--- src/rtl/hazard_stall_ctrl.sv ---
// rtl/hazard_stall_ctrl.sv - pipeline hazard/stall controller for the 5-stage core
// Owns PC/IF-ID write enables, ID bubble, IF flush, d-cache freeze, perf counters and timeout flag.
module hazard_stall_ctrl #(
   parameter int CNT_W   = 32,
   parameter int WAIT_W  = 8,
   parameter int TIMEOUT = 200
) (
   input  logic             clk_i,
   input  logic             rst_i,
   input  logic [4:0]       ID_rs1_i,
   input  logic [4:0]       ID_rs2_i,
   input  logic             ID_use_rs1_i,
   input  logic             ID_use_rs2_i,
   input  logic             EX_MemRead_i,
   input  logic [4:0]       EX_Rd_i,
   input  logic             ID_branch_taken_i,
   input  logic             MEM_access_i,
   input  logic             dcache_ready_i,
   output logic             dcache_req_o,
   output logic             pipe_stall_o,
   output logic             PC_write_o,
   output logic             IF_ID_write_o,
   output logic             ID_bubble_o,
   output logic             IF_flush_o,
   output logic             timeout_o,
   output logic [CNT_W-1:0] stall_cnt_o,
   output logic [CNT_W-1:0] lu_cnt_o,
   output logic [CNT_W-1:0] flush_cnt_o
);

   typedef enum logic [0:0] {
      RUN      = 1'b0,
      MEM_WAIT = 1'b1
   } state_t;

   localparam logic [WAIT_W-1:0] TIMEOUT_LAST = WAIT_W'(TIMEOUT - 1);

   state_t            state;
   state_t            stateNext;
   logic              loadUse;
   logic [WAIT_W-1:0] waitCnt;

   // A load in EX writing x0 never creates a real dependency.
   always_comb begin
      loadUse = EX_MemRead_i && (EX_Rd_i != 5'd0) &&
                ((ID_use_rs1_i && (ID_rs1_i == EX_Rd_i)) ||
                 (ID_use_rs2_i && (ID_rs2_i == EX_Rd_i)));
   end

   always_ff @(posedge clk_i) begin
      if (rst_i) begin
         state <= RUN;
      end else begin
         state <= stateNext;
      end
   end

   always_comb begin
      stateNext = state;
      case (state)
         RUN: begin
            if (MEM_access_i && !dcache_ready_i) begin
               stateNext = MEM_WAIT;
            end
         end
         MEM_WAIT: begin
            if (dcache_ready_i) begin
               stateNext = RUN;
            end
         end
         default: stateNext = RUN;
      endcase
   end

   // Freeze beats load-use, which beats a taken branch; reset forces a free-running pipe.
   always_comb begin
      dcache_req_o  = 1'b0;
      pipe_stall_o  = 1'b0;
      PC_write_o    = 1'b1;
      IF_ID_write_o = 1'b1;
      ID_bubble_o   = 1'b0;
      IF_flush_o    = 1'b0;
      if (!rst_i) begin
         dcache_req_o = ((state == RUN) && MEM_access_i) || (state == MEM_WAIT);
         pipe_stall_o = dcache_req_o && !dcache_ready_i;
         if (pipe_stall_o) begin
            PC_write_o    = 1'b0;
            IF_ID_write_o = 1'b0;
         end else if (loadUse) begin
            PC_write_o    = 1'b0;
            IF_ID_write_o = 1'b0;
            ID_bubble_o   = 1'b1;
         end else if (ID_branch_taken_i) begin
            IF_flush_o    = 1'b1;
         end
      end
   end

   always_ff @(posedge clk_i) begin
      if (rst_i) begin
         stall_cnt_o <= '0;
         lu_cnt_o    <= '0;
         flush_cnt_o <= '0;
      end else begin
         if (pipe_stall_o && (stall_cnt_o != '1)) begin
            stall_cnt_o <= stall_cnt_o + CNT_W'(1);
         end
         if (ID_bubble_o && (lu_cnt_o != '1)) begin
            lu_cnt_o <= lu_cnt_o + CNT_W'(1);
         end
         if (IF_flush_o && (flush_cnt_o != '1)) begin
            flush_cnt_o <= flush_cnt_o + CNT_W'(1);
         end
      end
   end

   // The timeout only reports; the request stays up until the cache answers.
   always_ff @(posedge clk_i) begin
      if (rst_i) begin
         waitCnt   <= '0;
         timeout_o <= 1'b0;
      end else if (pipe_stall_o) begin
         if (waitCnt != '1) begin
            waitCnt <= waitCnt + WAIT_W'(1);
         end
         if (waitCnt == TIMEOUT_LAST) begin
            timeout_o <= 1'b1;
         end
      end else begin
         waitCnt <= '0;
      end
   end

endmodule

--- config.mk ---
export PLATFORM = sky130hd
export DESIGN_NAME = hazard_stall_ctrl
export DESIGN_NICKNAME = d
export VERILOG_FILES = /design/src/rtl/hazard_stall_ctrl.sv
export SDC_FILE = /design/constraint.sdc
export NUM_CORES = 1
export LEC_CHECK = 0
export ABC_AREA = 1
export CORE_ASPECT_RATIO = 1.4
export CORE_MARGIN = 2
export CORE_UTILIZATION = 40
export CTS_CLUSTER_DIAMETER = 60
export DETAILED_ROUTE_END_ITERATION = 10
export PLACE_DENSITY_LB_ADDON = 0.1
export SKIP_LAST_GASP = 1
export SYNTH_ARGS = -nofsm -noshare
export SYNTH_HDL_FRONTEND = slang
export SYNTH_SLANG_ARGS = --single-unit
export TNS_END_PERCENT = 5
--- constraint.sdc ---
create_clock -name clk_i -period 2.1 [get_ports clk_i]
set_input_delay 0.42 -clock clk_i [delete_from_list [all_inputs] [get_ports clk_i]]
set_output_delay 0.42 -clock clk_i [all_outputs]
set_load 0.02 [all_outputs]
==> results of run 1 <==
final timing paths:
| path | end | slack [ns] | cells after the start |
|---|---|---|---|
| hold / removal | timeout_o$_SDFFE_PP0P_ | 0.45 | 2 |
| hold reg to reg | timeout_o$_SDFFE_PP0P_ | 0.45 | 2 |
| setup / recovery | ID_bubble_o | -0.01 | 8 |
| setup reg to reg | stall_cnt_o[30]$_SDFFE_PP0P_ | 0.09 | 11 |
report_power, final:
group,switching (mW),internal [mW],leakage (nW),total (mW)
clock,0.840,0.935,0.150,1.77
sequential,0.00576,2.02,0.854,2.02
combinational,0.176,0.120,2.37,0.296
worst register-to-register path, cell delays in order, from the launching register on:
cell and delay (ns):
dfxtp_1 0.38, ha_1 0.29, nand2_1 0.12, nor2_4 0.16
nand2_2 0.12, nor2_4 0.15, nand3_2 0.13, nand2_4 0.15
inv_2 0.08, buf_4 0.16, nand2_1 0.06, a21oi_1 0.05
stage by stage:
| step | area, sq um | total power, mW |
|---|---|---|
| after floorplan | 7030 | 2.22 |
| after global placement | 8770 | 2.35 |
| after detailed placement | 8770 | 2.36 |
| after CTS | 9090 | 4.14 |
| after global routing | 9160 | 4.24 |
| final | 9160 | 4.09 |
per-layer routing:
metal	up-vias	GRT usage	routed length [um]
met5	-	0	0
met4	0	0.0947	608
met3	37	0.0275	705
met2	160	0.409	10500
met1	3426	0.275	9150
li1	3932	-	-
synth_stat cells, types with 2 or more instances:
master | n | area, sq um
nand2_2 | 5 | 31.3
buf_2 | 6 | 30.0
a21oi_2 | 13 | 114
o21ai_1 | 3 | 15.0
a21oi_1 | 81 | 405
nor2_4 | 8 | 90.1
nor3_2 | 4 | 40.0
nor2_1 | 143 | 537
xor2_1 | 31 | 272
inv_1 | 78 | 293
dfxtp_1 | 106 | 2120
nor2_2 | 8 | 50.1
o21ai_0 | 16 | 80.1
nand3_2 | 5 | 50.1
o21bai_1 | 2 | 15.0
inv_2 | 8 | 30.0
clkbuf_1 | 16 | 60.1
nand2_4 | 3 | 33.8
buf_8 | 3 | 45.0
buf_4 | 3 | 22.5
ha_1 | 4 | 50.1
xnor2_1 | 13 | 114
nand2_1 | 433 | 1630
nand3_1 | 26 | 130
buf_6 | 8 | 90.1
nand4_1 | 44 | 275
nand3b_1 | 28 | 210
nor3_1 | 25 | 125
layout make-up:
type | count | area [sq um]
Clock buffer | 9 | 225
Inverter | 86 | 323
Multi-Input combinational cell | 903 | 4380
Fill cell | 1810 | 8100
Clock inverter | 7 | 75.1
Sequential cell | 106 | 2120
Tap cell | 236 | 295
Timing Repair Buffer | 178 | 1740
sequential cells by signal, indices dropped and copies added (netlist names):
signal,cells
flush_cnt_o,32
lu_cnt_o,32
stall_cnt_o,32
state,1
timeout_o,1
waitCnt,8
timing repair:
item	4_1_cts	5_1_grt
setup buffers	2	2
gates resized for setup	33	20
setup endpoints to repair	6	59
pin swaps	1	13
kinds of logic after synthesis:
family	after synthesis	synth area share
xor+xnor	44	0.0548
simple gates	736	0.461
compound gates	119	0.0938
flops	106	0.302
buf+inv	122	0.0811
fa+ha+maj	4	0.00712
==> impl_metrics.json, run 1 <==
{
  "instances_no_fill": 1525,
  "drt_wl_total_um": 21000,
  "htreeDepth": 3,
  "portBuffers": 125,
  "synth_edf_count": 0,
  "period_share": 1.00,
  "violations": "setup timing",
  "drv_slew": 0,
  "grt_pass1_vias": 7280,
  "worstPathArrival_ns": 1.69,
  "boundaryPins": 126,
  "first_pass_iters": 5,
  "clk_path_buf_depth": 2,
  "peakVddDrop_uv": 364,
  "p_per_area_nw_per_um2": 447,
  "syn_to_final_growth_pct": 30.3,
  "end_kind": "output port",
  "place_congestion": 0.921,
  "syn_area_sq_um": 7030,
  "numCtsBuffers": 9,
  "cp_data_required_time_ns": 1.68,
  "cts_root_buf": "clkbuf_16",
  "synth-async-reset-ratio": 0,
  "critPathSlowestCell": "clkdlybuf4s50_1",
  "overflow": 0,
  "rows": 57,
  "crit_type": "input pin to output port",
  "yosysSeqAreaShare": 0.302,
  "tritoncts": "built",
  "synth_cells": 1131,
  "track_usage": 0.230,
  "layout_commonest_cell": "nand2_1",
  "p_leak_nw": 3.37,
  "max_freq_ghz": 0.474,
  "dieArea_sq_um": 18700,
  "r2r_start": "stall_cnt_o[1]$_SDFFE_PP0P_",
  "drive_above_1_share": 0.110,
  "cp_max_fo": 3,
  "tightest_slew_ns": 1.09,
  "die_x_um": 116,
  "worstSetupStartpoint": "MEM_access_i",
  "coreArea_sq_um": 17300,
  "ctsHoldBuffers": 0,
  "cts.sinks": 106,
  "layout_setup_ws_ns": -0.00977,
  "fin_setup_tns_ns": -0.00977,
  "grt_antenna_before_repair": 0,
  "nets": 1311,
  "grt_pass1_wl_um": 34700,
  "crit_buf_inv": 4,
  "min_from": "timeout_o$_SDFFE_PP0P_",
  "maxCapViolCount": 0,
  "routedWlPerCell_um": 13.8,
  "status": "complete, but fails checks",
  "drc": 0,
  "fin_worst_skew_ns": 0.0124,
  "die_h_um": 161,
  "finish.utilization": 0.531,
  "setup-violations-final": 1,
  "synth-seq-cells": 106,
  "whs_ns": 0.450,
  "ant_nets": 0,
  "drt_iter0_drc": 452,
  "post-place-ws_ns": -0.603,
  "grt_max_degree": 87,
  "rsz0062_at_grt": "true",
  "clock_latency_ns": 0.37,
  "hold_path.class": "flop to flop",
  "max_slew_margin": 0.270,
  "ys.flop_type": "dfxtp_1",
  "final_hold_viol_count": 0,
  "cpLargestDelayFamily": "buffers and inverters",
  "period_needed_ns": 2.11,
  "path_clk_slew_ns": 0.07,
  "dp_cells": 1505,
  "diodes": 0,
  "synth_warnings": 0,
  "path_cells": "clkdlybuf4s50_1, nor2_1, or2_2, nand2_2, inv_1, nand3_4, inv_2, buf_6",
  "avgSynthCellArea_sq_um": 6.22,
  "floorplan.initialDensity": 0.407,
  "dp_hpwl_um": 15800,
  "final_cell_mix": "nand2_1, nor2_1, clkdlybuf4s50_1, dfxtp_1, a21oi_1",
  "synth_fp_nets": 1158,
  "vias": 7555,
  "max_stage_delay_ns": 0.46,
  "ys_types": 36,
  "drt-vias-per-instance": 4.95,
  "crit_path_start_kind": "input pin"
}
Note: power is estimated with default switching activity, not from simulation.
==> inputs of run 2 (changes only) <==
CTS_BUF_LIST = sky130_fd_sc_hd__clkbuf_2   (was default)
==> run 2 against run 1 <==
Compared with the run above:
- the flow still finishes with violations (setup timing)
- register-to-register slack worse by 0.02 ns
- clock skew up 0.034 ns
- die area stayed put
- non-clock buffer count is 1 lower
- core utilization down 1.1 points
- combinational power barely moved
- clock-buffer cell count stayed put
- via count is 0.56% higher
- largest power group unchanged
- final area decreased by 2.1%
- sequential power about the same
- clock power decreased by 41%
- first-iteration DRC count increased by 0.88%
- critical endpoint is now stall_cnt_o[15]
==> impl_metrics.json, run 2 (synthesis results as in run 1) <==
{
  "ant_nets": 0,
  "grt_antenna_before_repair": 1,
  "postLayoutCellArea_sq_um": 8970,
  "peakVddDrop_uv": 216,
  "routedWlPerCell_um": 13.7,
  "drive_above_1_share": 0.113,
  "cp_data_required_time_ns": 1.68,
  "hold_path.class": "input pin to flop",
  "die_h_um": 161,
  "period_needed_ns": 2.26,
  "numCtsBuffers": 9,
  "ctsHoldBuffers": 0,
  "rsz0062_at_grt": "true",
  "status": "complete, but fails checks",
  "drc": 0,
  "floorplan.initialDensity": 0.407,
  "tritoncts": "built",
  "end_kind": "output port",
  "first_pass_iters": 5,
  "max_slew_margin": 0.269,
  "dp_cells": 1505,
  "maxCapViolCount": 0,
  "syn_to_final_growth_pct": 27.5,
  "violations": "setup timing",
  "die_x_um": 116,
  "post-place-ws_ns": -0.603,
  "max_freq_ghz": 0.443,
  "dp_hpwl_um": 15800,
  "period_share": 1.07,
  "clk_path_buf_depth": 2,
  "wl_met3_um": 860,
  "p_leak_nw": 3.29,
  "grt_pass1_wl_um": 34600,
  "portBuffers": 125,
  "critPathSlowestCell": "clkdlybuf4s50_1",
  "crit_type": "flop to output port",
  "layout_commonest_cell": "nand2_1",
  "finish.utilization": 0.520,
  "cts.sinks": 106,
  "total_power_mw": 3.38,
  "final_cell_mix": "nand2_1, nor2_1, clkdlybuf4s50_1, dfxtp_1, a21oi_1",
  "cp_max_fo": 4,
  "reg_top3": "flush_cnt_o: 32 flops, lu_cnt_o: 32 flops, stall_cnt_o: 32 flops",
  "path_cells": "buf_4, clkdlybuf4s50_1",
  "cts_root_buf": "clkbuf_2",
  "nets": 1310,
  "tightest_slew_ns": 1.10,
  "fin_setup_tns_ns": -9.72,
  "worstPathArrival_ns": 1.84,
  "p_per_area_nw_per_um2": 377,
  "met1_length_um": 9070,
  "vias": 7597,
  "whs_ns": 0.264,
  "placed_cell_area_sq_um": 8770,
  "route.top_layer_used": "met4",
  "rows": 57,
  "coreArea_sq_um": 17300,
  "clock_latency_ns": 0.67,
  "crit_path_start_kind": "flop",
  "place_congestion": 0.921,
  "drt-vias-per-instance": 4.98,
  "drv_slew": 0,
  "wl_met2_um": 10500,
  "drt_iter0_drc": 456,
  "track_usage": 0.229,
  "instances_no_fill": 1525,
  "dieArea_sq_um": 18700,
  "overflow": 0,
  "final_hold_viol_count": 0,
  "layout_setup_ws_ns": -0.155,
  "grt_pass1_vias": 7257,
  "grt_max_degree": 87,
  "boundaryPins": 126,
  "fin_worst_skew_ns": 0.0463,
  "setup-violations-final": 97,
  "drt_wl_total_um": 20900,
  "max_stage_delay_ns": 0.60,
  "path_clk_slew_ns": 0.33,
  "htreeDepth": 3
}
run 2: cell types whose count changed in the layout (fill, tap and decap cells not counted), sizes merged:
cell	change
diode	+1
clkdlybuf4s50	+6
dlymetal6s2s	-5
dlygate4sd2	-1
buf	-1
run 2: report_power, final:
| part | total, mW | internal, mW | switching [mW] | leakage, nW |
|---|---|---|---|---|
| Combinational | 0.296 | 0.122 | 0.174 | 2.35 |
| Clock | 1.05 | 0.286 | 0.764 | 0.0766 |
| Sequential | 2.03 | 2.03 | 0.00595 | 0.859 |
run 2: what timing repair did:
item / in CTS / in global routing
resized for setup: 43 / 10
hold endpoints to repair: 0 / 0
gates cloned: 0 / 0
setup buffers: 3 / 0
setup endpoints to repair: 102 / 125
run 2: critical path: cells and delay by family, from the launching register on:
kind / cells / cell delay, ns
buffers and inverters: 2 / 0.75
DFF: 1 / 0.43
run 2: path summary, 6_finish.rpt:
path	slack [ns]	from	to	cells past startpoint
setup / recovery	-0.16	stall_cnt_o[15]$_SDFFE_PP0P_	stall_cnt_o[15]	2
hold / removal	0.26	rst_i	flush_cnt_o[0]$_SDFFE_PP0P_	5
setup reg to reg	0.07	stall_cnt_o[1]$_SDFFE_PP0P_	stall_cnt_o[3]$_SDFFE_PP0P_	11
hold reg to reg	0.47	timeout_o$_SDFFE_PP0P_	timeout_o$_SDFFE_PP0P_	2
run 2: cell type report:
cell class / instances / area [sq um]
multi-input combinational: 903 / 4370
inverter: 86 / 325
sequential: 106 / 2130
clock buffer: 9 / 45.0
fill: 1831 / 8290
timing repair buffer: 177 / 1720
clock inverter: 7 / 75.1
antenna: 1 / 2.50
tap: 236 / 295
run 2: metal layers:
layer	track usage	up-vias
met4	0.0812	0
met2	0.405	178
met1	0.278	3445
met3	0.0332	41
met5	0	-
li1	-	3933
==> inputs of run 3 (changes only) <==
DONT_BUFFER_PORTS = 1   (was default)
==> run 3 against run 2 <==
Compared with the run above:
- the run still ends with setup timing left
- sequential power barely moved
- worst hold slack worse by 0.21 ns
- clock power shrank 16%
- critical endpoint is now IF_flush_o
- largest power group unchanged
==> impl_metrics.json, run 3 (synthesis results as in run 1) <==
{
  "boundaryPins": 126,
  "seq_area_sq_um": 2120,
  "rows": 57,
  "numCtsBuffers": 9,
  "grt_pass1_wl_um": 35100,
  "crit_path_start_kind": "flop",
  "cpLargestDelayFamily": "simple AND/OR/NAND/NOR gates",
  "die_h_um": 161,
  "violations": "setup timing",
  "p_leak_nw": 3.13,
  "floorplan.initialDensity": 0.407,
  "cpMostUsedCell": "nor2_4",
  "coreArea_sq_um": 17300,
  "met1_length_um": 9140,
  "clock_latency_ns": 0.64,
  "place_congestion": 0.870,
  "multi_input_area_sq_um": 4390,
  "hold_path.class": "input pin to flop",
  "drt_wl_total_um": 21800,
  "routedWlPerCell_um": 14.8,
  "finish.utilization": 0.474,
  "placed_cell_area_sq_um": 7990,
  "wl_met2_um": 11100,
  "htreeDepth": 3,
  "fillers": 1905,
  "portBuffers": 0,
  "drv_slew": 0,
  "max_freq_ghz": 0.457,
  "wl_met3_um": 1030,
  "crit_buf_inv": 1,
  "route.top_layer_used": "met4",
  "syn_to_final_growth_pct": 16.4,
  "maxCapViolCount": 0,
  "max_slew_margin": 0.637,
  "rsz0062_at_grt": "true",
  "peakVddDrop_uv": 277,
  "grt_antenna_before_repair": 1,
  "drt-vias-per-instance": 5.00,
  "max_stage_delay_ns": 0.41,
  "nets": 1255,
  "vias": 7343,
  "path_cells": "nor2_4, or2_4, nand2_4, nor2_4, a21boi_2, buf_6",
  "dp_hpwl_um": 16100,
  "worstPathArrival_ns": 1.77,
  "cts_root_buf": "clkbuf_2",
  "path_clk_slew_ns": 0.29,
  "layout_setup_ws_ns": -0.0895,
  "tritoncts": "built",
  "layout_commonest_cell": "nand2_1",
  "critPathSlowestCell": "dfxtp_2",
  "postLayoutCellArea_sq_um": 8190,
  "fin_worst_skew_ns": 0.0266,
  "dieArea_sq_um": 18700,
  "drt_iter0_drc": 437,
  "status": "complete, but fails checks",
  "final_cell_mix": "nand2_1, nor2_1, buf_4, dfxtp_1, a21oi_1",
  "whs_ns": 0.0594,
  "tightest_slew_ns": 0.544,
  "track_usage": 0.237,
  "ant_nets": 0,
  "setup-violations-final": 5,
  "first_pass_iters": 4,
  "period_share": 1.04,
  "die_x_um": 116,
  "cp_data_required_time_ns": 1.68,
  "end_kind": "output port",
  "drc": 0,
  "cts.sinks": 106,
  "grt_pass1_vias": 7017,
  "fin_setup_tns_ns": -0.288,
  "grt_max_degree": 87,
  "reg_top3": "flush_cnt_o: 32 flops, lu_cnt_o: 32 flops, stall_cnt_o: 32 flops",
  "cp_max_fo": 3,
  "p_per_area_nw_per_um2": 385,
  "clk_path_buf_depth": 2,
  "crit_type": "flop to output port",
  "overflow": 0,
  "period_needed_ns": 2.19,
  "final_hold_viol_count": 0,
  "drive_above_1_share": 0.161
}
-- run 3: changes by cell type in the layout (fill, tap and decap cells not counted), sizes merged --
cell and change:
clkbuf +1, dlygate4sd2 -1, bufinv -1, buf +63
clkinvlp +2, dlymetal6s2s -4, inv -2, clkdlybuf4s50 -114
dlygate4sd3 +1
-- run 3: timing repair --
action / CTS / global route
setup endpoints to repair: 5 / 6
endpoints found under the hold margin: 86 / 0
pin swaps: 3 / 4
buffers inserted: 1 / 1
hold buffers: 2 / 0
gates resized for setup: 9 / 6
-- run 3: path summary, 6_finish.rpt --
path,slack (ns),cells after the start,start,end
worst max-delay path,-0.09,6,state$_SDFF_PP0_,IF_flush_o
worst min-delay path,0.06,3,MEM_access_i,state$_SDFF_PP0_
worst max register to register,0.17,10,stall_cnt_o[9]$_SDFFE_PP0P_,stall_cnt_o[8]$_SDFFE_PP0P_
worst min register to register,0.52,1,waitCnt[0]$_SDFFE_PP0P_,waitCnt[0]$_SDFFE_PP0P_
-- run 3: report_power, final --
group / switching [mW] / total (mW) / internal (mW)
clock: 0.738 / 0.887 / 0.150
sequential: 0.00487 / 2.03 / 2.03
combinational: 0.164 / 0.231 / 0.0676
-- run 3: area by class of cell --
type / count / area share
flip-flops and latches: 106 / 0.259
repair buffers: 122 / 0.119
clock buffers: 10 / 0.00611
inverters: 86 / 0.0397
clock inverters: 6 / 0.00413
well taps: 236 / 0.0361
diodes: 1 / 0.000306
multi-input cells: 903 / 0.536
-- run 3: per-stage QoR --
stage                     std cells  power (mW)  worst slack, ns
after floorplan                1131        2.22           0.0365
final                          1470        3.15          -0.0895
after CTS                      1468        3.20           -0.184
after global routing           1470        3.29           -0.182
after global placement         1449        2.25           0.0165
after detailed placement       1449        2.25           0.0326
-- run 3: worst min-delay path: cells and delay by family --
kind / cells / cell delay, ns
AND/OR/NAND/NOR: 3 / 0.29
-- run 3: layer usage --
| metal | GRT usage | vias to the layer above |
|---|---|---|
| met2 | 0.432 | 165 |
| met4 | 0.0882 | 0 |
| met3 | 0.0374 | 33 |
| met1 | 0.272 | 3326 |
| met5 | 0 | - |
| li1 | - | 3819 |
